--- src/rtl/fm0_tx_encoder.sv ---
`default_nettype none
// ============================================================================
//  Module      : fm0_tx_encoder
//  Description : Backscatter transmit stage. On an accepted start it sends a
//                fixed FM0 preamble, pops byte_count bytes from the upstream
//                byte FIFO, FM0-encodes them MSB first onto a single
//                modulator level and appends the end-of-signalling dummy '1'
//                symbol. It owns the FIFO pop strobe and reports normal
//                completion (done) or an empty FIFO at a fetch (underrun).
//  Revision    : 1.0  initial release
// ----------------------------------------------------------------------------
//  Parameters
//    HALF_CYCLES   clk cycles per FM0 half-symbol (must be >= 2)
//    PREAMBLE      preamble half-symbol levels, sent MSB first
//  Ports
//    i_clk         system clock
//    i_reset_n     synchronous active-low reset
//    i_en          global enable; 0 freezes the frame in place
//    i_start       one-cycle frame request (accepted only when idle)
//    i_byte_count  bytes to send, sampled on the accepted start
//    i_fifo_empty  FIFO empty flag
//    i_fifo_data   FIFO read data, valid the cycle after o_fifo_read
//    o_fifo_read   one-cycle FIFO pop strobe
//    o_tx_out      FM0 modulator level (registered)
//    o_busy        frame in progress
//    o_done        one-cycle pulse at normal frame end
//    o_underrun    sticky; FIFO was empty at a fetch
// ============================================================================
module fm0_tx_encoder #(
    parameter int          HALF_CYCLES = 4,
    parameter logic [11:0] PREAMBLE    = 12'b1101_0010_0011
) (
    input  logic       i_clk,
    input  logic       i_reset_n,
    input  logic       i_en,
    input  logic       i_start,
    input  logic [7:0] i_byte_count,
    input  logic       i_fifo_empty,
    input  logic [7:0] i_fifo_data,
    output logic       o_fifo_read,
    output logic       o_tx_out,
    output logic       o_busy,
    output logic       o_done,
    output logic       o_underrun
);

    localparam int             c_HCW     = (HALF_CYCLES > 1) ? $clog2(HALF_CYCLES) : 1;
    localparam logic [c_HCW-1:0] c_HC_LAST = c_HCW'(HALF_CYCLES - 1);

    typedef enum logic [2:0] {
        S_IDLE     = 3'd0,
        S_PREAMBLE = 3'd1,
        S_DATA     = 3'd2,
        S_DUMMY    = 3'd3,
        S_DONE     = 3'd4
    } state_t;

    state_t           r_state;
    logic [c_HCW-1:0] r_hcnt;        // cycle within the current half-symbol
    logic [3:0]       r_pidx;        // preamble half-symbol index, 0..11
    logic [2:0]       r_bit;         // data bit index, 7 (MSB) down to 0
    logic             r_half;        // 0: first half of symbol, 1: second half
    logic [7:0]       r_shift;       // byte currently being transmitted
    logic [7:0]       r_next;        // prefetched next byte
    logic [7:0]       r_bytes_left;  // bytes not yet loaded into r_shift
    logic             r_abort;       // underrun seen, stop at next boundary
    logic             r_fifo_read;
    logic             r_rd_d;        // a pop happened last cycle
    logic             r_tx;
    logic             r_busy;
    logic             r_done;
    logic             r_underrun;

    logic             w_hs_end;
    logic             w_pop;

    assign w_hs_end = (r_hcnt == c_HC_LAST);

    // The strobe is held in r_fifo_read across a stall and only reaches the
    // FIFO once enable returns, so no pop is lost or duplicated.
    assign w_pop = r_fifo_read & i_en;

    assign o_fifo_read = w_pop;
    assign o_tx_out    = r_tx;
    assign o_busy      = r_busy;
    assign o_done      = r_done;
    assign o_underrun  = r_underrun;

    always_ff @(posedge i_clk) begin
        if (!i_reset_n) begin
            r_state      <= S_IDLE;
            r_hcnt       <= '0;
            r_pidx       <= 4'd0;
            r_bit        <= 3'd0;
            r_half       <= 1'b0;
            r_shift      <= 8'd0;
            r_next       <= 8'd0;
            r_bytes_left <= 8'd0;
            r_abort      <= 1'b0;
            r_fifo_read  <= 1'b0;
            r_rd_d       <= 1'b0;
            r_tx         <= 1'b0;
            r_busy       <= 1'b0;
            r_done       <= 1'b0;
            r_underrun   <= 1'b0;
        end else begin
            // FIFO data is valid exactly one cycle after a real pop. The first
            // byte goes straight into the shift register (it is idle during
            // the preamble); later bytes wait in r_next for the symbol edge.
            r_rd_d <= w_pop;
            if (r_rd_d) begin
                if (r_state == S_PREAMBLE) begin
                    r_shift <= i_fifo_data;
                end else begin
                    r_next <= i_fifo_data;
                end
            end

            if (i_en) begin
                r_fifo_read <= 1'b0;
                r_done      <= 1'b0;

                case (r_state)
                    S_IDLE: begin
                        if (i_start) begin
                            if (i_byte_count == 8'd0) begin
                                // Empty frame: report completion only.
                                r_state <= S_DONE;
                                r_done  <= 1'b1;
                            end else begin
                                r_state      <= S_PREAMBLE;
                                r_busy       <= 1'b1;
                                r_tx         <= PREAMBLE[11];
                                r_pidx       <= 4'd0;
                                r_hcnt       <= '0;
                                r_bytes_left <= i_byte_count;
                                r_underrun   <= 1'b0;
                                r_abort      <= 1'b0;
                                // Prefetch of the first byte lands on the
                                // first preamble cycle.
                                if (i_fifo_empty) begin
                                    r_underrun <= 1'b1;
                                    r_abort    <= 1'b1;
                                end else begin
                                    r_fifo_read <= 1'b1;
                                end
                            end
                        end
                    end

                    S_DONE: begin
                        r_state <= S_IDLE;
                    end

                    S_PREAMBLE, S_DATA, S_DUMMY: begin
                        if (!w_hs_end) begin
                            r_hcnt <= r_hcnt + 1'b1;
                        end else begin
                            r_hcnt <= '0;
                            if (r_abort) begin
                                // Underrun: drop the carrier at this boundary.
                                r_state <= S_IDLE;
                                r_tx    <= 1'b0;
                                r_busy  <= 1'b0;
                                r_abort <= 1'b0;
                            end else if (r_state == S_PREAMBLE) begin
                                if (r_pidx != 4'd11) begin
                                    r_pidx <= r_pidx + 4'd1;
                                    r_tx   <= PREAMBLE[4'd10 - r_pidx];
                                end else begin
                                    // First data symbol starts inverted from
                                    // the last preamble half-symbol.
                                    r_state      <= S_DATA;
                                    r_bit        <= 3'd7;
                                    r_half       <= 1'b0;
                                    r_tx         <= ~r_tx;
                                    r_bytes_left <= r_bytes_left - 8'd1;
                                end
                            end else if (r_state == S_DATA) begin
                                if (!r_half) begin
                                    // Mid-symbol: a '0' inverts, a '1' holds.
                                    r_half <= 1'b1;
                                    if (!r_shift[r_bit]) begin
                                        r_tx <= ~r_tx;
                                    end
                                end else begin
                                    // Symbol boundary always inverts.
                                    r_half <= 1'b0;
                                    r_tx   <= ~r_tx;
                                    if (r_bit != 3'd0) begin
                                        r_bit <= r_bit - 3'd1;
                                        // Entering the LSB: fetch the next
                                        // byte so it is ready at the end of
                                        // this symbol.
                                        if ((r_bit == 3'd1) && (r_bytes_left != 8'd0)) begin
                                            if (i_fifo_empty) begin
                                                r_underrun <= 1'b1;
                                                r_abort    <= 1'b1;
                                            end else begin
                                                r_fifo_read <= 1'b1;
                                            end
                                        end
                                    end else if (r_bytes_left != 8'd0) begin
                                        r_shift      <= r_next;
                                        r_bytes_left <= r_bytes_left - 8'd1;
                                        r_bit        <= 3'd7;
                                    end else begin
                                        r_state <= S_DUMMY;
                                    end
                                end
                            end else begin
                                // Dummy '1': level held for both halves.
                                if (!r_half) begin
                                    r_half <= 1'b1;
                                end else begin
                                    r_half  <= 1'b0;
                                    r_state <= S_DONE;
                                    r_tx    <= 1'b0;
                                    r_busy  <= 1'b0;
                                    r_done  <= 1'b1;
                                end
                            end
                        end
                    end

                    default: begin
                        r_state <= S_IDLE;
                    end
                endcase
            end
        end
    end

endmodule
`default_nettype wire

--- config.mk ---
export PLATFORM = sky130hd
export DESIGN_NAME = fm0_tx_encoder
export DESIGN_NICKNAME = d
export VERILOG_FILES = /design/src/rtl/fm0_tx_encoder.sv
export SDC_FILE = /design/constraint.sdc
export NUM_CORES = 1
export LEC_CHECK = 0
export BUFFER_PORTS_ARGS = -buffer_cell sky130_fd_sc_hd__buf_4
export CAP_MARGIN = 20
export CORE_ASPECT_RATIO = 0.6
export CORE_MARGIN = 2
export CORE_UTILIZATION = 53
export DETAILED_ROUTE_END_ITERATION = 8
export PLACE_DENSITY = 0.79
export SYNTH_ARGS = -nofsm -noshare
export SYNTH_HDL_FRONTEND = slang
export SYNTH_SLANG_ARGS = --single-unit
export TNS_END_PERCENT = 10
--- constraint.sdc ---
create_clock -name i_clk -period 1.8 [get_ports i_clk]
set_input_delay 0.18 -clock i_clk [delete_from_list [all_inputs] [get_ports i_clk]]
set_output_delay 0.18 -clock i_clk [all_outputs]
set_load 0.01 [all_outputs]
Yosys cells after proc, flatten, opt, wreduce, memory -nomap -nowiden
Memory sizes are Yosys's and may differ from the RTL's.
Index checks and enable logic that the tools add are counted.

operators by class
  reductions and logical operators = 21
  multiplexer cells = 112
  bitwise operators = 4
  eq/ne operators = 33
  order comparisons = 2
  add/subtract/negate cells = 5

operator list
  operator                                                             number
  8-bit 2-to-1 mux                                                     21
  1-bit 2-to-1 mux                                                     54
  3-bit 2-to-1 mux                                                     17
  2-bit inequality test (second input constant)                        13
  4-bit 2-to-1 mux                                                     6
  3-bit inequality test (second input constant)                        8
  8-bit AND reduction                                                  3
  5-bit inequality test (second input constant)                        4
  8-bit case mux with 2 select lines                                   1
  7-bit AND reduction                                                  2
  4-bit inequality test (second input constant)                        3
  1-bit case mux with 2 select lines                                   6
  12-bit AND reduction                                                 1
  11-bit AND reduction                                                 1
  5-bit AND reduction                                                  2
  8-bit logical NOT                                                    1
  4-bit case mux with 2 select lines                                   1
  8-bit nonzero test                                                   1
  8-bit by 1-bit subtractor with 8-bit output (second input constant)  1
  3-bit by 1-bit == test with 1-bit output (second input constant)     2
  3-bit by 2-bit == test with 1-bit output (second input constant)     2
  2-bit 2-to-1 mux                                                     3
  3-bit case mux with 2 select lines                                   1
  2-bit nonzero test                                                   3
  other kinds (17)                                                     20

word-level totals
  logic and storage cells = 193
  ROM bits = 16
  memories kept = 1
  flip-flop bits (word level) = 44
  output and inout bits = 5
  input bits = 21

memories
  memory            words  width  read ports  clocked after memory_dff  write ports  RTL line  text
  (name not given)  16     1      1           0                         0            169       r_tx <= PREAMBLE[4'd10 - r_pidx];

Logic depth before layout (Yosys ltp)
Gate-level depths: netlist of the first run.

  word-level depth = 12
  gate-level depth with buffers = 10
  depth with buffers taken out = 7

Least setup slack after synthesis of the first run
OpenSTA, ideal clock, no wires.

  path type = register -> register
  from = register r_bytes_left[0]
  to = register r_shift[0]
  stages on the path, launching flop included = 10
  path buffers = 3
  library setup time = 0.116 ns
  period minus slack after synthesis = 1.984 ns
  arrival time = 1.867 ns
  data required time = 1.684 ns
  setup slack = -0.184 ns
  cell sequence = dfxtp_1 inv_1 ha_1 or3b_1 buf_4 o21ai_1 or4_1 buf_2 buf_6 o211a_1

on the way
  cells in the longest elaborated chain, start to end = 10

ends and longest elaborated chain
  element                 RTL line  text
  start, declared         65        logic [7:0] r_bytes_left;
  start signal, assigned  136       r_bytes_left <= i_byte_count;
  start signal, assigned  177       r_bytes_left <= r_bytes_left - 8'd1;
  start signal, assigned  205       r_bytes_left <= r_bytes_left - 8'd1;
  8-bit nonzero test      203       end else if (r_bytes_left != 8'd0) begin
  8-bit 2-to-1 mux        203
  8-bit 2-to-1 mux        190       if (r_bit != 3'd0) begin
  8-bit 2-to-1 mux        180       if (!r_half) begin
  8-bit 2-to-1 mux        179       end else if (r_state == S_DATA) begin
  8-bit 2-to-1 mux        166       end else if (r_state == S_PREAMBLE) begin
  8-bit 2-to-1 mux        160       if (r_abort) begin
  8-bit 2-to-1 mux        156       if (!w_hs_end) begin
  8-bit 2-to-1 mux        123       case (r_state)
  8-bit 2-to-1 mux        119       if (i_en) begin
  end signal, assigned    113       r_shift <= i_fifo_data;
  end signal, assigned    204       r_shift <= r_next;
  end, declared           63        logic [7:0] r_shift;

Every way passes these cells.
A chain may end at the register's enable or synchronous reset.

Worst setup path after layout of the first run
  from = register r_bytes_left[0]
  to = register r_shift[3]

Same word-level chain as after synthesis.

==> out/summary.md, run 1 <==
### Layout
• sky130_fd_sc_hd__buf_4 (87), sky130_fd_sc_hd__nand2_1 (41), sky130_fd_sc_hd__dfxtp_1 (34), sky130_fd_sc_hd__nor2_1 (18), sky130_fd_sc_hd__mux2i_1 (14) — top library cells by usage in the layout, fill and taps aside
• 461 — non-filler cells in the finished layout
• sky130_fd_sc_hd__buf_4 — most frequent standard cell in the layout excluding fill and tap cells
• 0 — ANT cells
• 266 — Fillers
• 426 — Final nets
• 38.7% — Layout area overhead
• 39.7% — share of post-route cells with drive strength above 1

### Setup path
• flop — Worst setup SP type
• flop — capturing element type of the critical path
• 8 — critical-path maximum fanout
• reg -> reg — category of the critical setup timing path
• 1990 ps — required time at the endpoint of the critical path
• inv_2 > ha_4 > or3b_4 > o21ai_2 > or4_4 > buf_6 > o211a_1 — ordered list of cells on the worst path
• 520 ps — delay of the slowest critical-path stage
• sky130_fd_sc_hd__or4_4 — Worst path slowest cell
• 2120 ps — CP Data Arrival Time

### Logic synthesis
• 8.45 µm² — mean post-synth cell area
• sky130_fd_sc_hd__dfxtp_1 — prevailing post-synth register cell
• 32.9% — sequential area share after synthesis
• 317 — instance count of the mapped netlist
• 2680 µm² — Syn Std Cell Area
• 62 — Cell variety after synth
• 44 — Seq cells post-synth
• 345 — net count of the mapped netlist
• 0 — EDFF count, synth
• 0 — Warnings, synthesis
• 0% — Async S/R FF share, synth

### Clock network
• 2 — H-Tree Depth
• 44 — clock sink total
• sky130_fd_sc_hd__clkbuf_8 — cell at the root of the clock tree
• 90 ps — Worst-path clk slew
• 5 — number of buffers inserted during clock tree synthesis
• 300 ps — clock latency at the later pin of the worst-skew pair
• yes — TritonCTS clock tree
• 2 — clock tree buffer depth

### Timing
• -1840 ps — setup TNS after final layout
• 25 — final number of setup-violating endpoints
• 7.73 ps — Clock Skew
• 0 — Slew Viols, Final
• 517 ps — transition at the pin with the smallest max-transition slack
• 65.5% — slew margin rel.
• yes — RSZ-0062 raised after global routing
• -124 ps — Final WS setup
• 1920 ps — clock period minus worst slack
• 107% — ratio of final minimum period to clock period
• 520 MHz — peak clock frequency supported by timing
• 0 — final count of hold timing violations

### Floorplanning
• 19 — standard-cell rows
• 4710 µm² — core footprint
• 26 — number of placed I/O pins
• 5660 µm² — area of the die
• 59.1 µm — height of the die
• 95.8 µm — Die Wd
• 56.9% — starting utilization of the core area

### Global route
• 32.9% — global router's overall resource usage
• 52 — maximum number of pins on one net before global-route repair
• 8.27% — fraction of met3 tracks used by global routing
• 0 — GRT overflow
• 50.5% — met2 Usage GRT
• 2,792 — number of global-route vias before repair
• 0 — number of antenna violations at the first check in global routing
• met2 — global route hottest layer
• 46.1% — M1 GR Usage
• 14.2 mm — first-pass GRT wire length

### Power and ir drop
• 604 nW/µm² — power density over the cells
• 2.24 mW — PnR Total Power
• 0.000386 V — maximum ir drop on the vdd rail
• 1.58 nW — leakage

### Route
• 0 — DRT antenna net count
• 6 — First-pass DRT Iterations
• 3,058 — vias after detailed routing
• 9.17 mm — final WL
• 6.63 — DR vias/cell
• 0 — DRC
• 481 — number of violations reported at the end of detailed-routing iteration 0
• 19.9 µm — drt wl/cell

### Run status
• negative setup slack — violations in the final reports
• complete, but fails checks — outcome

### Placed design
• 5.48 mm — DP HPWL
• 25 — number of port buffers
• 435 — Placed Cells
• 0.994 — final weighted congestion in routability-driven placement

### Min path
• in -> reg — path class of the lowest-slack min-delay path

### Flow run
• 0 — max_cap viols

[final timing paths]
check	cells past startpoint	endpoint	slack, ps	start
max	7	r_shift[3]$_SDFF_PN0_	-120	r_bytes_left[0]$_SDFFE_PN0P_
min	3	r_next[3]$_SDFFE_PN0P_	160	i_fifo_data[3]
max reg2reg	7	r_shift[3]$_SDFF_PN0_	-120	r_bytes_left[0]$_SDFFE_PN0P_
min reg2reg	2	r_next[5]$_SDFFE_PN0P_	470	r_next[5]$_SDFFE_PN0P_
[timing repair]
item                       in CTS  in global routing
gates cloned                    2                  0
buffers inserted               14                  3
setup endpoints to repair      40                 36
pin swaps                      17                  4
gates resized for setup        31                 15
hold buffers                    0                  0
[routing by layer]
metal	wire length, µm	part of all wire (%)
met4	297	3.2
met5	0	0
met3	910	9.9
met2	3990	43
met1	3970	43
[area by class of cell]
class	count	area (µm²)	share of cell area, %
multi-input cells	243	1860	50.1
flip-flops and latches	44	893	24.0
repair buffers	94	762	20.5
well taps	63	78.8	2.12
clock buffers	5	68.8	1.85
inverters	10	37.5	1.01
clock inverters	2	12.5	0.337
[cell usage after synthesis, drive strengths merged (4+ instances only)]
| library cell | number | area, µm² |
|---|---|---|
| a21oi | 10 | 50.1 |
| buf | 9 | 57.6 |
| dfxtp | 44 | 881 |
| clkbuf | 12 | 46.3 |
| nand2 | 43 | 161 |
| and3 | 9 | 56.3 |
| inv | 10 | 37.5 |
| o22ai | 7 | 43.8 |
| o41ai | 4 | 35.0 |
| or4 | 5 | 41.3 |
| ha | 7 | 87.6 |
| nor3b | 6 | 61.3 |
| mux2i | 14 | 140 |
| o31ai | 5 | 42.5 |
| nand3 | 13 | 65.1 |
| nor3 | 9 | 45.0 |
| o211a | 8 | 80.1 |
| nor2 | 21 | 81.3 |
| a21boi | 11 | 82.6 |
| o21ai | 10 | 53.8 |
| o21a | 8 | 60.1 |
[power by group]
| part | total (mW) | switching, mW | internal (mW) |
|---|---|---|---|
| sequential | 1.03 | 0.0275 | 1.00 |
| clock | 0.611 | 0.347 | 0.263 |
| combinational | 0.602 | 0.318 | 0.284 |
[sequential cells by signal, indices dropped and copies added (netlist names)]
register      count
r_bytes_left      8
r_next            8
r_shift           8
r_pidx            4
r_bit             3
r_state           3
r_hcnt            2
o_busy            1
o_done            1
o_tx_out          1
o_underrun        1
r_abort           1
r_fifo_read       1
r_half            1
r_rd_d            1
[critical path, delay by kind of cell (launching register included)]
kind | cells | cell delay, ps
buffers and inverters | 2 | 210
AOI/OAI and AO/OA | 2 | 300
adders and majority gates | 1 | 160
DFF | 1 | 360
and+or+nand+nor | 2 | 810
[per-stage QoR]
step                area, µm²  utilization [%]  hold WS, ps  worst slack (ps)
floorplan                2740                -          336             -35.5
global placement         3310             70.3          448              -224
detailed placement       3310             70.3          458              -434
CTS                      3630             77.2          160             -68.3
global route             3710             78.9          185              -199
finish                   3710             78.9          162              -124
[cell families (layout without fill, tap and decap cells)]
logic type / count (synthesis) / in the layout / synth area share [%]
buf+inv: 31 / 111 / 5.28
simple gates: 133 / 133 / 26.9
flops: 44 / 44 / 32.9
compound gates: 83 / 84 / 23.5
fa+ha+maj: 7 / 7 / 3.27
mux: 19 / 19 / 8.17
Power figures use the tool's default switching activity.
==> run 2, diff against run 1 <==
--- a/config.mk
+++ b/config.mk
@@ -5,13 +5,14 @@
 export SDC_FILE = /design/constraint.sdc
 export NUM_CORES = 1
 export LEC_CHECK = 0
+export ABC_AREA = 1
 export BUFFER_PORTS_ARGS = -buffer_cell sky130_fd_sc_hd__buf_4
 export CAP_MARGIN = 20
 export CORE_ASPECT_RATIO = 0.6
 export CORE_MARGIN = 2
-export CORE_UTILIZATION = 53
+export CORE_UTILIZATION = 54
 export DETAILED_ROUTE_END_ITERATION = 8
-export PLACE_DENSITY = 0.79
+export PLACE_DENSITY = 0.81
 export SYNTH_ARGS = -nofsm -noshare
 export SYNTH_HDL_FRONTEND = slang
 export SYNTH_SLANG_ARGS = --single-unit
==> run 2 against run 1 <==
The run now ends clean; core utilization fell by 13 points; clock skew is 3.2 ps lower; register-to-register slack gained 160 ps; first-iteration DRC count is 28% lower; final area is 11% lower; critical endpoint is now r_bytes_left[6]$_SDFFE_PN0P_; count of clock-buffer cells in the layout did not move; area after synthesis up 2.6%; critical path depth is 5 higher; synthesized cell count increased by 41%.
==> out/summary.md, run 2 <==
### Route
• 5 — First-pass DRT Iterations, -1
• 13.5 µm — drt wl/cell, -32%
• 7.44 mm — final WL, -19%
• 5.45 — DR vias/cell, -18%
• 3,001 — vias after detailed routing, -1.9%
• 347 — number of violations reported at the end of detailed-routing iteration 0, -28%
• 0 — DRT antenna net count, unchanged
• 0 — DRC, unchanged

### Placed design
• 533 — Placed Cells, +23%
• 3010 µm² — area after detailed placement, -9.1%
• 25 — number of port buffers, unchanged
• 5.15 mm — DP HPWL, -6.1%
• 0.930 — final weighted congestion in routability-driven placement, -6.4%

### Setup path
• 12 — FF-to-FF path depth, +5
• r_bytes_left[1]$_SDFFE_PN0P_ — startpoint of the lowest-slack register-to-register path
• 1970 ps — required time at the endpoint of the critical path, -20 ps
• flop — Worst setup SP type
• sky130_fd_sc_hd__dfxtp_2 — Worst path slowest cell
• reg -> reg — category of the critical setup timing path
• flop — capturing element type of the critical path
• 330 ps — delay of the slowest critical-path stage, -190 ps
• 1940 ps — CP Data Arrival Time, -180 ps
• r_bytes_left[1]$_SDFFE_PN0P_ — timing startpoint of the critical path
• r_bytes_left[6]$_SDFFE_PN0P_ — RR Endpoint
• inv_1 > ha_2 > inv_1 > nor2_2 > nand2_2 > nor2_4 > buf_4 > a21oi_4 > nand3_4 > nand2_1 > nand2_1 > nor2_1 — ordered list of cells on the worst path
• r_bytes_left[6]$_SDFFE_PN0P_ — last element of the critical path
• 6 — critical-path maximum fanout, -2
• 30 ps — R2R Setup Slk, +160 ps

### Global route
• 2,515 — number of global-route vias before repair, -9.9%
• 0 — GRT overflow, unchanged
• 26.7% — global router's overall resource usage, -6.2 points
• 0 — number of antenna violations at the first check in global routing, unchanged
• 11.8 mm — first-pass GRT wire length, -17%
• 21 — maximum number of pins on one net before global-route repair, -60%

### Layout
• 512 — Final nets, +20%
• 0 — ANT cells, unchanged
• 3290 µm² — Design Area, Final, -11%
• 1690 µm² — multi-input combinational cell area, -9.5%
• 890 µm² — flip-flop and latch area, -0.42%
• r_bytes_left (8), r_next (8), r_shift (8) — Regs by FF count
• sky130_fd_sc_hd__nand2_1 — most frequent standard cell in the layout excluding fill and tap cells
• 19.9% — Layout area overhead
• sky130_fd_sc_hd__nand2_1 (117), sky130_fd_sc_hd__nor2_1 (72), sky130_fd_sc_hd__inv_1 (46), sky130_fd_sc_hd__dfxtp_1 (37), sky130_fd_sc_hd__buf_4 (36) — top library cells by usage in the layout, fill and taps aside
• 20.0% — share of post-route cells with drive strength above 1, -20 points
• 551 — non-filler cells in the finished layout, +20%
• 431 — Fillers, +62%

### Run status
• finished, final reports clean — outcome

### Floorplanning
• 55.2% — starting utilization of the core area, -1.7 points
• 59.3 µm — height of the die, +0.31%
• 26 — number of placed I/O pins, unchanged
• 4980 µm² — core footprint, +5.8%
• 20 — standard-cell rows, +1
• 5690 µm² — area of the die, +0.64%
• 96.1 µm — Die Wd, +0.32%

### Logic synthesis
• 446 — instance count of the mapped netlist, +41%
• sky130_fd_sc_hd__dfxtp_1 — most area-hungry cell type in the Yosys netlist
• 0 — Warnings, synthesis, unchanged
• 474 — net count of the mapped netlist, +37%
• sky130_fd_sc_hd__nand2_1 — cell with the most instances after synthesis
• 44 — Seq cells post-synth, unchanged
• sky130_fd_sc_hd__nand2_1 (122), sky130_fd_sc_hd__nor2_1 (76), sky130_fd_sc_hd__inv_1 (51), sky130_fd_sc_hd__dfxtp_1 (44), sky130_fd_sc_hd__nand3_1 (36) — commonest cells in the synthesized netlist
• 0% — Async S/R FF share, synth, unchanged
• 2750 µm² — Syn Std Cell Area, +2.6%
• 0 — EDFF count, synth, unchanged
• sky130_fd_sc_hd__dfxtp_1 (32%), sky130_fd_sc_hd__nand2_1 (17%), sky130_fd_sc_hd__nor2_1 (10%), sky130_fd_sc_hd__inv_1 (7.0%), sky130_fd_sc_hd__nand3_1 (6.6%) — largest cells by area after synthesis
• 29 — Cell variety after synth, -53%
• 32.1% — portion of synthesized cell area occupied by the leading cell type, -0.82 points
• 32.1% — sequential area share after synthesis, -0.82 points
• sky130_fd_sc_hd__dfxtp_1 — prevailing post-synth register cell
• 6.16 µm² — mean post-synth cell area, -27%

### Power and ir drop
• 0.000898 V — maximum ir drop on the vdd rail, +130%
• 1580 nW/µm² — power density over the cells, +160%
• 1.57 nW — leakage, about the same
• 5.19 mW — PnR Total Power, +130%

### Timing
• 59.9% — slew margin rel., -5.6 points
• 0 — final number of setup-violating endpoints, -100%
• 4.55 ps — Clock Skew, -3.19 ps
• 0 — Slew Viols, Final, unchanged
• 601 ps — transition at the pin with the smallest max-transition slack, +83.7 ps
• 1770 ps — clock period minus worst slack, -156 ps
• 565 MHz — peak clock frequency supported by timing, +8.8%
• 0 — final count of hold timing violations, unchanged
• 98.3% — ratio of final minimum period to clock period, -8.7 points
• yes — RSZ-0062 raised after global routing

### Flow run
• 0 — max_cap viols, unchanged

### Min path
• in -> reg — path class of the lowest-slack min-delay path

### Clock network
• 300 ps — clock latency at the later pin of the worst-skew pair, about the same
• 5 — number of buffers inserted during clock tree synthesis, unchanged
• 0 — number of hold buffers added after CTS, unchanged
• sky130_fd_sc_hd__clkbuf_8 — cell at the root of the clock tree
• 2 — H-Tree Depth, unchanged
• yes — TritonCTS clock tree
• 90 ps — Worst-path clk slew, about the same
• 2 — clock tree buffer depth, unchanged
• 44 — clock sink total, unchanged

-- run 2: cell types whose count changed in the layout (fill, tap and decap cells not counted), moves of 10 or more --
cell	delta
sky130_fd_sc_hd__nand2_1	+76
sky130_fd_sc_hd__nor2_1	+54
sky130_fd_sc_hd__buf_4	-51
sky130_fd_sc_hd__inv_1	+40
sky130_fd_sc_hd__o21ai_0	+28
sky130_fd_sc_hd__nand3_1	+21
sky130_fd_sc_hd__a21oi_1	+16
sky130_fd_sc_hd__mux2i_1	-14
sky130_fd_sc_hd__a21boi_0	-10
-- run 2: area by class of cell --
| cell class | instances | share of cell area (%) |
|---|---|---|
| clock inverters | 3 | 1.29 |
| flip-flops and latches | 44 | 27.0 |
| repair buffers | 40 | 9.65 |
| well taps | 66 | 2.51 |
| inverters | 54 | 6.27 |
| clock buffers | 5 | 2.09 |
| multi-input cells | 339 | 51.2 |
-- run 2: cell families after synthesis --
family	synth area share, %
and+or+nand+nor	40.7
AOI/OAI and AO/OA	12.8
buffers and inverters	9.74
DFF	32.1
adders and majority gates	3.19
xor gates and xnor gates	1.59
-- run 2: worst min-delay path by stage --
stage                               from                     end  slack [ps]  cells past startpoint
final                     i_fifo_data[4]  r_next[4]$_SDFFE_PN0P_         130                      3
after global routing      i_fifo_data[3]  r_next[3]$_SDFFE_PN0P_         150                      3
after CTS                 i_fifo_data[4]  r_next[4]$_SDFFE_PN0P_         130                      3
after detailed placement  i_fifo_data[6]  r_next[6]$_SDFFE_PN0P_         440                      3
after global placement    i_fifo_data[6]  r_next[6]$_SDFFE_PN0P_         430                      3
after floorplan                     i_en       r_rd_d$_SDFF_PN0_         320                      2
-- run 2: per-layer routing --
layer / wire length (µm) / global-route usage [%] / vias up / share of wire, %
met1: 3600 / 41.2 / 1342 / 48
li1: - / - / 1491 / -
met5: 0 / 0 / - / 0
met3: 677 / 5.85 / 8 / 9.1
met4: 44 / 5.10 / 0 / 0.59
met2: 3120 / 38.0 / 160 / 42
-- run 2: report_power, final --
group	switching (mW)	internal, mW	total (mW)
Clock	0.358	0.411	0.769
Combinational	2.00	1.13	3.13
Sequential	0.152	1.14	1.29
Total	2.51	2.68	5.19
-- run 2: critical path, delay by kind of cell (launching register included) --
| kind | cells | cell delay, ps |
|---|---|---|
| DFF | 1 | 330 |
| and+or+nand+nor | 7 | 740 |
| adders and majority gates | 1 | 190 |
| AOI/OAI and AO/OA | 1 | 90 |
| buffers and inverters | 3 | 280 |
-- run 2: repair_timing --
| item | CTS | global route |
|---|---|---|
| cloned | 0 | 1 |
| pin swaps | 2 | 11 |
| setup endpoints to repair | 5 | 35 |
| gates resized for setup | 3 | 32 |
| setup buffers | 1 | 8 |
-- run 2: through the flow --
step	utilization, %	TNS, ps	setup slack (ps)	hold WS [ps]
5_1_grt	66.1	-445	-71.8	152
3_3_place_gp	60.5	0	39.2	431
3_5_place_dp	60.5	-224	-65.2	439
2_1_floorplan	-	0	179	323
4_1_cts	63.1	0	11.4	132
6_report	66.1	0	31.4	131
==> run 3, diff against run 2 <==
--- a/config.mk
+++ b/config.mk
@@ -10,9 +10,9 @@
 export CAP_MARGIN = 20
 export CORE_ASPECT_RATIO = 0.6
 export CORE_MARGIN = 2
-export CORE_UTILIZATION = 54
+export CORE_UTILIZATION = 55
 export DETAILED_ROUTE_END_ITERATION = 8
-export PLACE_DENSITY = 0.81
+export PLACE_DENSITY = 0.79
 export SYNTH_ARGS = -nofsm -noshare
 export SYNTH_HDL_FRONTEND = slang
 export SYNTH_SLANG_ARGS = --single-unit
==> constraint.sdc (replaced) <==
create_clock -name i_clk -period 1.9 [get_ports i_clk]
set_input_delay 0.19 -clock i_clk [delete_from_list [all_inputs] [get_ports i_clk]]
set_output_delay 0.19 -clock i_clk [all_outputs]
set_load 0.01 [all_outputs]
==> run 3 against run 2 <==
Final cell count down 1.6%; wire length shrank 10%; critical path depth decreased by 1; count of clock-buffer cells in the layout unchanged; register-to-register slack improved by 50 ps; critical endpoint is now r_state[1]$_SDFFE_PN0P_; largest cell class unchanged.
==> out/summary.md, run 3 (synthesis results as in run 2) <==
### Run status
• finished, final reports clean — outcome

### Setup path
• 330 ps — delay of the slowest critical-path stage, about the same
• reg -> reg — category of the critical setup timing path
• flop — Worst setup SP type
• 11 — FF-to-FF path depth, -1
• flop — capturing element type of the critical path
• 6 — critical-path maximum fanout, unchanged
• sky130_fd_sc_hd__dfxtp_1 — Worst path slowest cell
• 2060 ps — CP Data Arrival Time, +120 ps
• r_bytes_left[0]$_SDFFE_PN0P_ — startpoint of the lowest-slack register-to-register path
• 2150 ps — required time at the endpoint of the critical path, +180 ps
• r_state[1]$_SDFFE_PN0P_ — RR Endpoint
• 80 ps — R2R Setup Slk, +50 ps
• inv_1 > ha_1 > inv_1 > nor2_1 > nand2_1 > nor2_4 > a21oi_1 > nor3_4 > buf_4 > nor2_1 > nor2_1 — ordered list of cells on the worst path
• sky130_fd_sc_hd__nor2_1 — most used cell along the critical path

### Floorplanning
• 58.7% — starting utilization of the core area, +3.5 points
• 58.8 µm — height of the die, -0.85%
• 5600 µm² — area of the die, -1.7%
• 19 — standard-cell rows, -5.0%
• 26 — number of placed I/O pins, unchanged
• 95.2 µm — Die Wd, -0.88%
• 4680 µm² — core footprint, -6.0%

### Timing
• 95.5% — ratio of final minimum period to clock period, -2.7 points
• 12.9 ps — Clock Skew, +8.33 ps
• 1820 ps — clock period minus worst slack, +46.8 ps
• 60.7% — slew margin rel., +0.76 points
• 0 — Slew Viols, Final, unchanged
• 135 ps — WHS, +3.25 ps
• 0 — final number of setup-violating endpoints, unchanged
• 551 MHz — peak clock frequency supported by timing, -2.6%
• 589 ps — transition at the pin with the smallest max-transition slack, -11.4 ps
• 0 — final count of hold timing violations, unchanged

### Route
• 12.3 µm — drt wl/cell, -8.6%
• 0 — DRT antenna net count, unchanged
• 0 — DRC, unchanged
• 2.64 mm — routed wl met2, -15%
• 3.43 mm — M1 wire length, -4.8%
• 5 — First-pass DRT Iterations, unchanged
• 5.26 — DR vias/cell, -3.4%
• 557 µm — met3 routed WL, -18%
• 2,853 — vias after detailed routing, -4.9%
• 6.69 mm — final WL, -10%
• 306 — number of violations reported at the end of detailed-routing iteration 0, -12%
• met4 — top routing layer in use

### Power and ir drop
• 0.00100 V — maximum ir drop on the vdd rail, +12%
• 1.54 nW — leakage, -2.4%
• 55.4% — Combinational Power Share, -4.9 points
• 16.9% — share of power burned in the clock network, +2.1 points
• 2.11 mW — net switching power of the design, -16%
• 4.38 mW — PnR Total Power, -16%
• 48.1% — net switching fraction of the power, -0.26 points
• 2.27 mW — internal power, -15%
• 1390 nW/µm² — power density over the cells, -12%
• 27.7% — sequential fraction of design power, +2.8 points

### Min path
• i_fifo_data[3] — origin of the worst min-delay path
• r_next[3]$_SDFFE_PN0P_ — Hold Crit Endpoint
• 3 — number of instances on the worst hold path, unchanged
• in -> reg — path class of the lowest-slack min-delay path

### Placed design
• 3010 µm² — area after detailed placement, about the same
• 25 — number of port buffers, unchanged
• 5.04 mm — DP HPWL, -2.0%
• 0.922 — final weighted congestion in routability-driven placement, -0.85%

### Layout
• 14.2% — share of post-route cells with drive strength above 1, -5.8 points
• 67.3% — post-route core utilization, +1.2 points
• r_bytes_left (8), r_next (8), r_shift (8) — Regs by FF count
• 14.8% — Layout area overhead
• sky130_fd_sc_hd__nand2_1 — most frequent standard cell in the layout excluding fill and tap cells
• 0 — ANT cells, unchanged
• 506 — Final nets, -1.2%
• sky130_fd_sc_hd__nand2_1 (122), sky130_fd_sc_hd__nor2_1 (76), sky130_fd_sc_hd__inv_1 (50), sky130_fd_sc_hd__dfxtp_1 (42) — top library cells by usage in the layout, fill and taps aside
• 3150 µm² — Design Area, Final, -4.3%

### Global route
• 17 — maximum number of pins on one net before global-route repair, -19%
• 0 — GRT overflow, unchanged
• 2,361 — number of global-route vias before repair, -6.1%
• 11.0 mm — first-pass GRT wire length, -6.9%
• 0 — number of antenna violations at the first check in global routing, unchanged
• 25.1% — global router's overall resource usage, -1.5 points

### Clock network
• 90 ps — Worst-path clk slew, about the same
• 310 ps — clock latency at the later pin of the worst-skew pair, about the same
• 44 — clock sink total, unchanged
• 2 — clock tree buffer depth, unchanged
• 2 — H-Tree Depth, unchanged
• sky130_fd_sc_hd__clkbuf_8 — cell at the root of the clock tree
• yes — TritonCTS clock tree
• 5 — number of buffers inserted during clock tree synthesis, unchanged
• 0 — number of hold buffers added after CTS, unchanged

### Flow run
• 0 — max_cap viols, unchanged

run 3: cell types whose count changed in the layout (fill, tap and decap cells not counted), sizes merged:
cell / delta
buf: -5
clkinvlp: -1
inv: +1
nand3: -1
run 3: worst max path at each step:
stage | from | endpoint | slack [ps] | depth (start not counted)
2_1_floorplan | r_bytes_left[0]$_SDFFE_PN0P_ | r_state[1]$_SDFFE_PN0P_ | 280 | 11
6_report | r_bytes_left[0]$_SDFFE_PN0P_ | r_state[1]$_SDFFE_PN0P_ | 80 | 11
4_1_cts | r_bytes_left[0]$_SDFFE_PN0P_ | r_state[0]$_SDFFE_PN0P_ | 30 | 11
5_1_grt | r_bytes_left[0]$_SDFFE_PN0P_ | r_state[1]$_SDFFE_PN0P_ | -20 | 11
3_3_place_gp | r_bytes_left[0]$_SDFFE_PN0P_ | r_state[0]$_SDFFE_PN0P_ | 140 | 11
3_5_place_dp | r_bytes_left[0]$_SDFFE_PN0P_ | r_state[0]$_SDFFE_PN0P_ | 50 | 11
run 3: layout make-up:
cell class                 count  area (µm²)
clock buffer                   5        68.8
timing repair buffer          35         263
fill                         425        1530
clock inverter                 3        42.5
inverter                      54         203
multi-input combinational    338        1610
sequential                    44         883
tap                           63        78.8
run 3: per-layer routing:
| metal | global-route usage [%] | up-vias |
|---|---|---|
| met4 | 6.00 | 0 |
| li1 | - | 1480 |
| met2 | 34.8 | 97 |
| met3 | 5.25 | 7 |
| met5 | 0 | - |
| met1 | 39.3 | 1269 |
run 3: critical path: cells and delay by family (launching register included):
family,cells,cell delay (ps)
compound gates,1,120
fa+ha+maj,1,180
buf+inv,3,300
flops,1,330
simple gates,6,820
run 3: metrics by stage:
stage               worst slack, ps  setup TNS [ps]  instances
floorplan                       279               0        446
global placement                136               0        532
detailed placement             47.6               0        532
CTS                            32.2               0        540
global route                  -16.0           -30.4        542
finish                         84.6               0        542
run 3: power by group through the flow:
stage / clock, mW / sequential, mW / combinational, mW
final: 0.738 / 1.21 / 2.43
after global placement: 0 / 1.22 / 2.29
after floorplan: 0 / 1.21 / 1.82
after global routing: 0.782 / 1.24 / 2.72
after CTS: 0.738 / 1.21 / 2.32
after detailed placement: 0 / 1.23 / 2.30
run 3: timing repair:
action / 4_1_cts / 5_1_grt
endpoints found under the setup margin: 0 / 12
gates resized for setup: 0 / 6
endpoints found under the hold margin: 0 / 0
setup buffers: 0 / 2
